$ cat config.mk
export PLATFORM = sky130hd
export DESIGN_NAME = spi_master_param
export DESIGN_NICKNAME = d
export VERILOG_FILES = /design/src/rtl/spi_pkg.sv /design/src/rtl/spi_clk_gen.sv /design/src/rtl/spi_master_param.sv
export SDC_FILE = /design/constraint.sdc
export NUM_CORES = 1
export LEC_CHECK = 0
export ABC_CLOCK_PERIOD_IN_PS = 2120
export CORE_MARGIN = 8
export CORE_UTILIZATION = 53
export DETAILED_ROUTE_END_ITERATION = 10
export HOLD_SLACK_MARGIN = 0.15
export PLACE_DENSITY = 0.89
export SLEW_MARGIN = 15
export SYNTH_ARGS = -nofsm -noshare
export SYNTH_HDL_FRONTEND = slang
export SYNTH_SLANG_ARGS = --single-unit
$ cat constraint.sdc
create_clock -name clk -period 2.12 [get_ports clk]
set_input_delay 0.424 -clock clk [delete_from_list [all_inputs] [get_ports clk]]
set_output_delay 0.424 -clock clk [all_outputs]
set_load 0.005 [all_outputs]
$ cat src/rtl/spi_pkg.sv
// Shared types and counter-width helpers for the parametrised SPI master.
package spi_pkg;

   typedef enum logic [2:0] {IDLE, SETUP, SHIFT, HOLD, DONE} state_t;

   typedef struct packed {
      logic cpol;
      logic cpha;
   } spi_mode_t;

   // Counts 0..2*data_w so the terminal value is representable without wrapping.
   function automatic int edge_cnt_w(input int data_w);
      return $clog2(2 * data_w + 1);
   endfunction

   function automatic int div_cnt_w(input int clk_div);
      return (clk_div > 1) ? $clog2(clk_div) : 1;
   endfunction

endpackage

$ cat src/rtl/spi_clk_gen.sv
// SCLK generator: half-period divider, leading/trailing edge strobes and the sclk register.
module spi_clk_gen
   import spi_pkg::*;
#(
   parameter int CLK_DIV = 4
)
(
   input  logic clk,
   input  logic rst,
   input  logic en,
   input  logic shift,
   input  logic idle_lvl,
   output logic tick,
   output logic lead,
   output logic trail,
   output logic sclk
);

   localparam int            DW       = div_cnt_w(CLK_DIV);
   localparam logic [DW-1:0] DIV_LAST = DW'(CLK_DIV - 1);

   logic [DW-1:0] div_cnt;

   assign tick  = en && (div_cnt == DIV_LAST);
   // An edge is leading when sclk is about to leave its idle level.
   assign lead  = shift && tick && (sclk == idle_lvl);
   assign trail = shift && tick && (sclk != idle_lvl);

   always_ff @(posedge clk or negedge rst) begin
      if (!rst) begin
         div_cnt <= '0;
         sclk    <= 1'b0;
      end else begin
         if (!en || tick)
            div_cnt <= '0;
         else
            div_cnt <= div_cnt + 1'b1;

         if (!shift)
            sclk <= idle_lvl;
         else if (tick)
            sclk <= ~sclk;
      end
   end

endmodule

$ cat src/rtl/spi_master_param.sv
// Full-duplex SPI master, per-transfer CPOL/CPHA, configurable width/divider/bit order.
// Define SPI_MASTER_LOOPBACK_EN to add the 'loopback' input (rx samples internal mosi).
module spi_master_param
   import spi_pkg::*;
#(
   parameter int DATA_W    = 12,
   parameter int CLK_DIV   = 4,
   parameter bit MSB_FIRST = 1'b1
)
(
   input  logic              clk,
   input  logic              rst,
   input  logic              cpol,
   input  logic              cpha,
   input  logic [DATA_W-1:0] din,
   input  logic              din_valid,
   output logic              din_ready,
   output logic [DATA_W-1:0] dout,
   output logic              done,
   output logic              busy,
   output logic              sclk,
   output logic              mosi,
   input  logic              miso,
   output logic              cs
`ifdef SPI_MASTER_LOOPBACK_EN
   ,
   input  logic              loopback
`endif
);

   localparam int            EW        = edge_cnt_w(DATA_W);
   localparam logic [EW-1:0] EDGE_LAST = EW'(2 * DATA_W - 1);

   state_t            state;
   spi_mode_t         mode_q;
   logic [EW-1:0]     edge_cnt;
   logic [DATA_W-1:0] tx_sr;
   logic [DATA_W-1:0] rx_sr;

   logic accept;
   logic idle_lvl;
   logic clk_en;
   logic in_shift;
   logic tick;
   logic lead;
   logic trail;
   logic last_edge;
   logic upd;
   logic smp;
   logic rx_bit;

   function automatic logic head(input logic [DATA_W-1:0] v);
      return MSB_FIRST ? v[DATA_W-1] : v[0];
   endfunction

   function automatic logic [DATA_W-1:0] adv(input logic [DATA_W-1:0] v);
      return MSB_FIRST ? {v[DATA_W-2:0], 1'b0} : {1'b0, v[DATA_W-1:1]};
   endfunction

   function automatic logic [DATA_W-1:0] ins(input logic [DATA_W-1:0] v, input logic b);
      return MSB_FIRST ? {v[DATA_W-2:0], b} : {b, v[DATA_W-1:1]};
   endfunction

   assign accept    = din_valid && din_ready;
   // The new cpol must reach sclk in the same edge that drops cs.
   assign idle_lvl  = accept ? cpol : mode_q.cpol;
   assign clk_en    = (state == SETUP) || (state == SHIFT) || (state == HOLD);
   assign in_shift  = (state == SHIFT);
   assign last_edge = (edge_cnt == EDGE_LAST);
   assign upd       = mode_q.cpha ? lead : (trail && !last_edge);
   assign smp       = mode_q.cpha ? trail : lead;

`ifdef SPI_MASTER_LOOPBACK_EN
   logic lb_q;

   always_ff @(posedge clk or negedge rst) begin
      if (!rst)
         lb_q <= 1'b0;
      else if (accept)
         lb_q <= loopback;
   end

   assign rx_bit = lb_q ? mosi : miso;
`else
   assign rx_bit = miso;
`endif

   spi_clk_gen #(
      .CLK_DIV (CLK_DIV)
   ) u_clk_gen (
      .clk      (clk),
      .rst      (rst),
      .en       (clk_en),
      .shift    (in_shift),
      .idle_lvl (idle_lvl),
      .tick     (tick),
      .lead     (lead),
      .trail    (trail),
      .sclk     (sclk)
   );

   always_ff @(posedge clk or negedge rst) begin
      if (!rst) begin
         state     <= IDLE;
         mode_q    <= '0;
         edge_cnt  <= '0;
         cs        <= 1'b1;
         mosi      <= 1'b0;
         done      <= 1'b0;
         busy      <= 1'b0;
         din_ready <= 1'b1;
         dout      <= '0;
      end else begin
         done <= 1'b0;
         case (state)
            IDLE: begin
               if (accept) begin
                  state     <= SETUP;
                  mode_q    <= '{cpol: cpol, cpha: cpha};
                  edge_cnt  <= '0;
                  cs        <= 1'b0;
                  busy      <= 1'b1;
                  din_ready <= 1'b0;
                  // cpha=0 presents the first bit before the first sclk edge.
                  mosi      <= cpha ? 1'b0 : head(din);
               end
            end
            SETUP: begin
               if (tick)
                  state <= SHIFT;
            end
            SHIFT: begin
               if (tick) begin
                  edge_cnt <= edge_cnt + 1'b1;
                  if (last_edge)
                     state <= HOLD;
               end
               if (upd)
                  mosi <= head(tx_sr);
            end
            HOLD: begin
               if (tick) begin
                  state <= DONE;
                  cs    <= 1'b1;
                  done  <= 1'b1;
                  dout  <= rx_sr;
               end
            end
            DONE: begin
               state     <= IDLE;
               mosi      <= 1'b0;
               busy      <= 1'b0;
               din_ready <= 1'b1;
            end
            default: state <= IDLE;
         endcase
      end
   end

   // tx_sr always holds the next bit to present at its head.
   always_ff @(posedge clk) begin
      if (accept) begin
         tx_sr <= cpha ? din : adv(din);
         rx_sr <= '0;
      end else if (in_shift) begin
         if (upd)
            tx_sr <= adv(tx_sr);
         if (smp)
            rx_sr <= ins(rx_sr, rx_bit);
      end
   end

endmodule

Word level (Yosys, flattened, before mapping)
Index checks and enable logic that the tools add are counted.
{"block": "totals", "output_inout_bits": 18, "latchBits": 0, "in_bits": 18, "register_bits": 54, "ramBits": 0, "wordCells": 89, "mem_bits_ro": 0, "n_memories": 0}
{"block": "op_classes", "shift": 0, "bitwise": 1, "eq_ne": 14, "n_lt_le_gt_ge": 0, "div_mod_pow": 0, "n_mul": 0, "addsub": 2, "n_mux": 31, "reduce_logical": 27}
{"operator": "$mux W12", "n": 4}
{"operator": "$mux W3", "n": 5}
{"operator": "$mux W1", "n": 13}
{"operator": "$pmux W3 S4", "n": 1}
{"operator": "$mux W5", "n": 2}
{"operator": "$pmux W5 S2", "n": 1}
{"operator": "$reduce_and A2 Y1", "n": 5}
{"operator": "$reduce_bool A2 Y1", "n": 5}
{"operator": "$reduce_and A3 Y1", "n": 3}
{"operator": "$ne A2 B2 Y1 const B", "n": 4}
{"operator": "$eq A3 B2 Y1 const B", "n": 2}
{"operator": "$logic_and A1 B1 Y1", "n": 6}
{"operator": "$pmux W1 S2", "n": 3}
{"operator": "$add A5 B1 Y5 const B", "n": 1}
{"operator": "$eq A5 B5 Y1 const B", "n": 1}
{"operator": "$reduce_and A5 Y1", "n": 1}
{"operator": "$ne A2 B1 Y1 const B", "n": 2}
{"operator": "$eq A3 B1 Y1 const B", "n": 1}
{"operator": "$eq A3 B3 Y1 const B", "n": 1}
{"operator": "$logic_not A3 Y1", "n": 1}
{"operator": "$logic_or A1 B1 Y1", "n": 3}
{"operator": "$pmux W1 S3", "n": 1}
{"operator": "$reduce_bool A3 Y1", "n": 1}
{"operator": "$add A2 B1 Y2 const B", "n": 1}
{"operator": "other kinds (6)", "n": 7}

Longest topological paths before layout
{"block": "depth", "depth_word": 11, "ltp_mapped": 8, "mapped_depth_nobuf": 6}

Cells and area by module
A second synthesis with hierarchy kept.
{"block": "hier_totals", "hier_cells": 247, "hier_area_um2": 2476.1}
{"module": "spi_master_param", "seq_area_each_um2": 1278.7, "n_inst": 1, "cells_each": 232, "area_per_inst_um2": 2311.0}
{"module": "spi_clk_gen", "seq_area_each_um2": 75.1, "n_inst": 1, "cells_each": 15, "area_per_inst_um2": 165.2}

Least setup slack after synthesis
OpenSTA, ideal clock, no wires.
{"block": "synth_path", "path_kind": "reg-to-reg", "startpoint": "register u_clk_gen.div_cnt[0]", "endpoint": "register tx_sr[0] (enable)", "path_slack_ns": 0.200, "setup_ns": 0.347, "t_arrival_ns": 1.573, "stages_incl_launch_ff": 6, "path_buffers": 0, "synth_period_minus_slack_ns": 1.920, "cell_sequence": "dfrtp_1 > ha_1 > nand4bb_1 > nor3_1 > nor3b_1 > a211o_1"}
{"block": "synth_via", "elab_chain_cells": 8}
{"element": "start: declaration", "line": "spi_clk_gen.sv:22", "rtl": "logic [DW-1:0] div_cnt;"}
{"element": "start signal: assignment", "line": "spi_clk_gen.sv:37", "rtl": "div_cnt <= div_cnt + 1'b1;"}
{"element": "$eq A2 B2 Y1 *", "line": "spi_clk_gen.sv:24", "rtl": "assign tick = en && (div_cnt == DIV_LAST);"}
{"element": "$logic_and A1 B1 Y1 *", "line": "spi_clk_gen.sv:24"}
{"element": "$logic_and A1 B1 Y1 *", "line": "spi_clk_gen.sv:26, spi_clk_gen.sv:27"}
{"element": "$logic_and A1 B1 Y1", "line": "spi_clk_gen.sv:27", "rtl": "assign trail = shift && tick && (sclk != idle_lvl);"}
{"element": "$logic_and A1 B1 Y1", "line": "spi_master_param.sv:70", "rtl": "assign upd = mode_q.cpha ? lead : (trail && !last_edge);"}
{"element": "$mux W1 *", "line": "spi_master_param.sv:70"}
{"element": "$reduce_bool A2 Y1 (no source line) *"}
{"element": "$reduce_and A2 Y1 (no source line) *"}
{"element": "end signal: assignment", "line": "spi_master_param.sv:163", "rtl": "tx_sr <= cpha ? din : adv(din);"}
{"element": "end signal: assignment", "line": "spi_master_param.sv:167", "rtl": "tx_sr <= adv(tx_sr);"}
{"element": "end: declaration", "line": "spi_master_param.sv:37", "rtl": "logic [DATA_W-1:0] tx_sr;"}
Every way passes the cells marked *; elsewhere a longest branch is shown, timed or not.
A chain may end at the register's enable or synchronous reset.

Final worst setup path
{"block": "layout_path", "startpoint": "register edge_cnt[0]", "endpoint": "register tx_sr[6] (enable)"}
{"block": "layout_via", "elab_chain_cells": 6}
{"element": "start: declaration", "line": "spi_master_param.sv:36", "rtl": "logic [EW-1:0] edge_cnt;"}
{"element": "start signal: assignment", "line": "spi_master_param.sv:134", "rtl": "edge_cnt <= edge_cnt + 1'b1;"}
{"element": "$eq A5 B5 Y1", "line": "spi_master_param.sv:69", "rtl": "assign last_edge = (edge_cnt == EDGE_LAST);"}
{"element": "$logic_not A1 Y1", "line": "spi_master_param.sv:70"}
{"element": "$logic_and A1 B1 Y1", "line": "spi_master_param.sv:70"}
{"element": "$mux W1", "line": "spi_master_param.sv:70"}
{"element": "$reduce_bool A2 Y1 (no source line)"}
{"element": "$reduce_and A2 Y1 (no source line)"}
Every way passes these cells.

==> flow_results.org <==
** Outcome
- Run status :: completed

** Floorplanning
- Initial standard-cell utilization of the core :: 55.5%
- Measured along the y axis, the die boundary spans 83.8 um.
- 36 I/O pins were placed.
- Standard-cell row count :: 24
- Die boundary width :: 83.8 um
- Core box area :: 4380 sq um
- Die Outline Area :: 7020 sq um

** Logic synthesis
- In the synthesized netlist the dominant register cell turns out to be sky130_fd_sc_hd__dfrtp_1.
- Summed over its instances, the top area cell type makes up 28.8% of the synthesized netlist area.
- The most common cell in the synthesized netlist is sky130_fd_sc_hd__nand2_1.
- Synthesis produced 237 cells.
- Synthesis produced a netlist with a net count of 257.
- Share of synthesized area occupied by flip-flops and latches :: 55.6%
- The Yosys step of the flow raised 0 warnings.
- Averaged over all synthesized cells, the footprint is a little over 10 sq um.
- By area the synthesized netlist is led by sky130_fd_sc_hd__dfrtp_1 29%, sky130_fd_sc_hd__edfxtp_1 15%, sky130_fd_sc_hd__nand2_1 10%.
- Biggest area consumer among synthesized cells :: sky130_fd_sc_hd__dfrtp_1
- Unique cell type count in the Yosys netlist :: 47
- Netlist area before placement :: 2430 sq um
- After synthesis the netlist holds a flip-flop and latch count of 54.
- In the synthesized netlist the async set-or-reset flop fraction comes to 55.6%.
- Cell types with the highest counts after synthesis :: 68 x sky130_fd_sc_hd__nand2_1, 28 x sky130_fd_sc_hd__dfrtp_1, 23 x sky130_fd_sc_hd__mux2i_1
- The synthesized design contains 12 enable-type register cells.

** Finish
- The finished cells cover 3080 sq um.
- Counting the fill cells in the layout gives 314.
- For this run, the post-layout net count is 308.
- Compared with the post-synthesis result, the final layout area differs by 26.3%.
- The number of antenna diodes in the final layout is 0.
- Cells with a size suffix above 1 make up 14.9% of the layout.

** Placement
- Input/output buffers :: 35
- Post-place instance area :: slightly below 3000 sq um
- At the end of routability-driven placement, the weighted congestion stood at approximately 0.86.
- Before CTS, the worst setup slack after placement is -0.289 ns.
- The wire-length estimate of the detail-placed layout is between 3 and 4 mm.

** STA
- Total count of max-transition violations in the final report :: 0
- Highest clock frequency the design can meet :: 504 MHz
- Worst rel slew slack :: 72.6%
- Transition at the pin with the smallest max-transition slack :: roughly 0.4 ns
- Worst path setup slack after routing :: between 0.1 and 0.15 ns
- The final-report hold violation count is 0.
- Setup violations remaining at the end of the flow were counted as 0.
- Period Utilization, post-route :: 93.6%
- The clock period could shrink to just under 2 ns.
- Worst Skew :: 0.00556 ns
- RSZ-0062 raised after global routing :: false

** Clock network
- After clock tree synthesis, the clock-pin slew on the worst setup and hold paths is approximately 0.10 ns.
- Hold_buf cts :: 0
- TritonCTS built the clock tree.
- In this run the post-CTS setup repair buffer count came out at 0.
- Largest buffer count on any clock path :: 2
- Count of H-tree levels built during CTS :: 2
- The clock net in this run drives a total of 54 sinks.
- The number of clock buffers added by TritonCTS is 5.
- Clock latency reported for the late side of the worst-skew pair :: around 0.31 ns
- The cell sitting at the root of the clock tree is a sky130_fd_sc_hd__clkbuf_8.

** Setup path
- Slowest CP cell :: sky130_fd_sc_hd__dfrtp_1
- Cell chain of the critical path :: ha_1 > and4b_1 > nor3_1 > nor3b_1 > a211o_2
- The worst setup path is of the reg -> reg kind.
- Data on the critical path is required at its endpoint by approximately 2.1 ns.
- Slowest cell delay on critical path :: 0.43 ns
- Critical Path End Type :: register
- Data on the critical path arrives at its endpoint at 1.98 ns.
- Gate family responsible for the most delay along the worst path :: simple AND/OR/NAND/NOR gates
- Of all nets on the critical path, the largest fanout is 12.
- STA classifies the critical path startpoint as a register.
- Number of buffer and inverter stages on the critical path :: 0

** Route
- Wires add up to 5.27 mm.
- Using the TritonRoute via totals, the vias-per-cell ratio works out to between 5 and 6.
- For this block, the via count after detailed routing is ~1900.
- Starting DRT DRC Count :: 144
- Length of the first detailed-routing pass in iterations :: 4
- Routed WL per cell :: 15.5 um
- After detailed routing, the number of remaining DRC violations is 0.
- Antenna-violating nets left :: 0

** Global routing
- The initial antenna violation count came to 0.
- The number of global-route vias before repair came to roughly 1900.
- Global routing finished with a remaining overflow of 0.
- Entering global routing, the biggest net connects 31 pins.
- First-pass GRT wire length :: 8.85 mm
- For this run, the total global-route usage over all layers was measured as 15.3%.

** Power and ir drop
- In this run the static leakage power is 0.00136 uW.
- Peak ir drop on the vdd network :: 0.433 mV
- Power density over the cells :: about 590 nW/um^2

** Min path
- The tightest min-delay check is of the reg -> reg type.

** Flow run
- Max-capacitance violation count :: 0
-- kinds of logic after synthesis --
kind of cell             synth area share, %
multiplexers                            10.4
buffers and inverters                   3.44
AND/OR/NAND/NOR                         20.2
adder cells (fa/ha/maj)                 1.03
XOR/XNOR                                1.44
AO/OA/AOI/OAI                           7.91
flip-flops                              55.6
-- worst min-delay path, stage by stage (launching register included) --
cell                      delay, ns
sky130_fd_sc_hd__dfxtp_1       0.33
sky130_fd_sc_hd__nand2_1       0.05
sky130_fd_sc_hd__nand2_1       0.04
-- path summary, 6_finish.rpt --
| check | startpoint | endpoint | slack, ns | depth (start not counted) |
|---|---|---|---|---|
| max | edge_cnt[0] | tx_sr[6] | 0.14 | 5 |
| min | rx_sr[9] | dout[9] | 0.44 | 2 |
| max reg2reg | edge_cnt[0] | tx_sr[6] | 0.14 | 5 |
| min reg2reg | rx_sr[9] | dout[9] | 0.44 | 2 |
| max in group asynchronous | rst | din_ready | 1.32 | 2 |
| min in group asynchronous | rst | dout[8] | 0.49 | 2 |
-- cell type report --
| type | count | area [sq um] | area share (%) |
|---|---|---|---|
| Multi-Input combinational cell | 165 | 998 | 32.5 |
| Clock buffer | 6 | 93.8 | 3.05 |
| Sequential cell | 54 | 1350 | 44.0 |
| Inverter | 5 | 18.8 | 0.610 |
| Clock inverter | 2 | 17.5 | 0.570 |
| Timing Repair Buffer | 57 | 528 | 17.2 |
| Tap cell | 52 | 65.1 | 2.12 |
-- what timing repair did --
action,in CTS,in global routing
endpoints found under the setup margin,12,0
endpoints found under the hold margin,0,0
gates resized for setup,1,0
-- layer usage --
metal  vias up  wire length, um  global-route usage [%]
met5         -                0                       0
met4         0               99                    7.22
met3         8               93                    2.15
met2        36             2800                    27.0
met1       923             2270                    17.5
li1        915                -                       -
-- cells in the final DEF (no fill, tap or decap), types with 2 or more instances in the layout --
master	synthesis	layout
sky130_fd_sc_hd__nand2_1	68	68
sky130_fd_sc_hd__clkdlybuf4s50_1	0	35
sky130_fd_sc_hd__dfrtp_1	28	28
sky130_fd_sc_hd__mux2i_1	23	23
sky130_fd_sc_hd__buf_4	1	21
sky130_fd_sc_hd__o21ai_0	14	14
sky130_fd_sc_hd__dfxtp_1	12	12
sky130_fd_sc_hd__edfxtp_1	12	12
sky130_fd_sc_hd__nor2_1	8	8
sky130_fd_sc_hd__a21oi_1	5	5
sky130_fd_sc_hd__clkbuf_8	0	5
sky130_fd_sc_hd__inv_1	4	4
sky130_fd_sc_hd__xor2_1	4	4
sky130_fd_sc_hd__nand3_1	3	3
sky130_fd_sc_hd__nor3_1	3	3
sky130_fd_sc_hd__or3_1	2	2
sky130_fd_sc_hd__and3_1	2	2
sky130_fd_sc_hd__nor3b_1	2	2
sky130_fd_sc_hd__nor4b_1	2	2
sky130_fd_sc_hd__o21ai_1	2	2
sky130_fd_sc_hd__a211oi_1	2	2
sky130_fd_sc_hd__mux2_2	2	2
sky130_fd_sc_hd__ha_1	2	2
sky130_fd_sc_hd__dfstp_2	2	2
-- registers in the layout (all words and copies together), names as in the netlist --
name	count
rx_sr	12
state	3
tx_sr	12
mode_q	2
busy	1
u_clk_gen.sclk	1
mosi	1
din_ready	1
edge_cnt	5
cs	1
u_clk_gen.div_cnt	2
dout	12
done	1
-- through the flow --
stage          hold slack [ns]  utilization (%)  total power (uW)  instances  TNS (ns)
2_1_floorplan            0.128                -              1100        237         0
3_3_place_gp             0.423             67.6              1150        333     -3.23
3_5_place_dp             0.427             67.6              1150        333     -5.22
4_1_cts                  0.445             70.1              1810        341         0
5_1_grt                  0.461             70.1              1860        341         0
6_report                 0.441             70.1              1800        341         0
-- report_power, final --
| part | total [uW] | internal (uW) | switching (uW) |
|---|---|---|---|
| clock network | 675 | 314 | 361 |
| logic | 72.7 | 42.6 | 30.1 |
| registers | 1050 | 1050 | 0 |
Note: power is estimated with default switching activity, not from simulation.
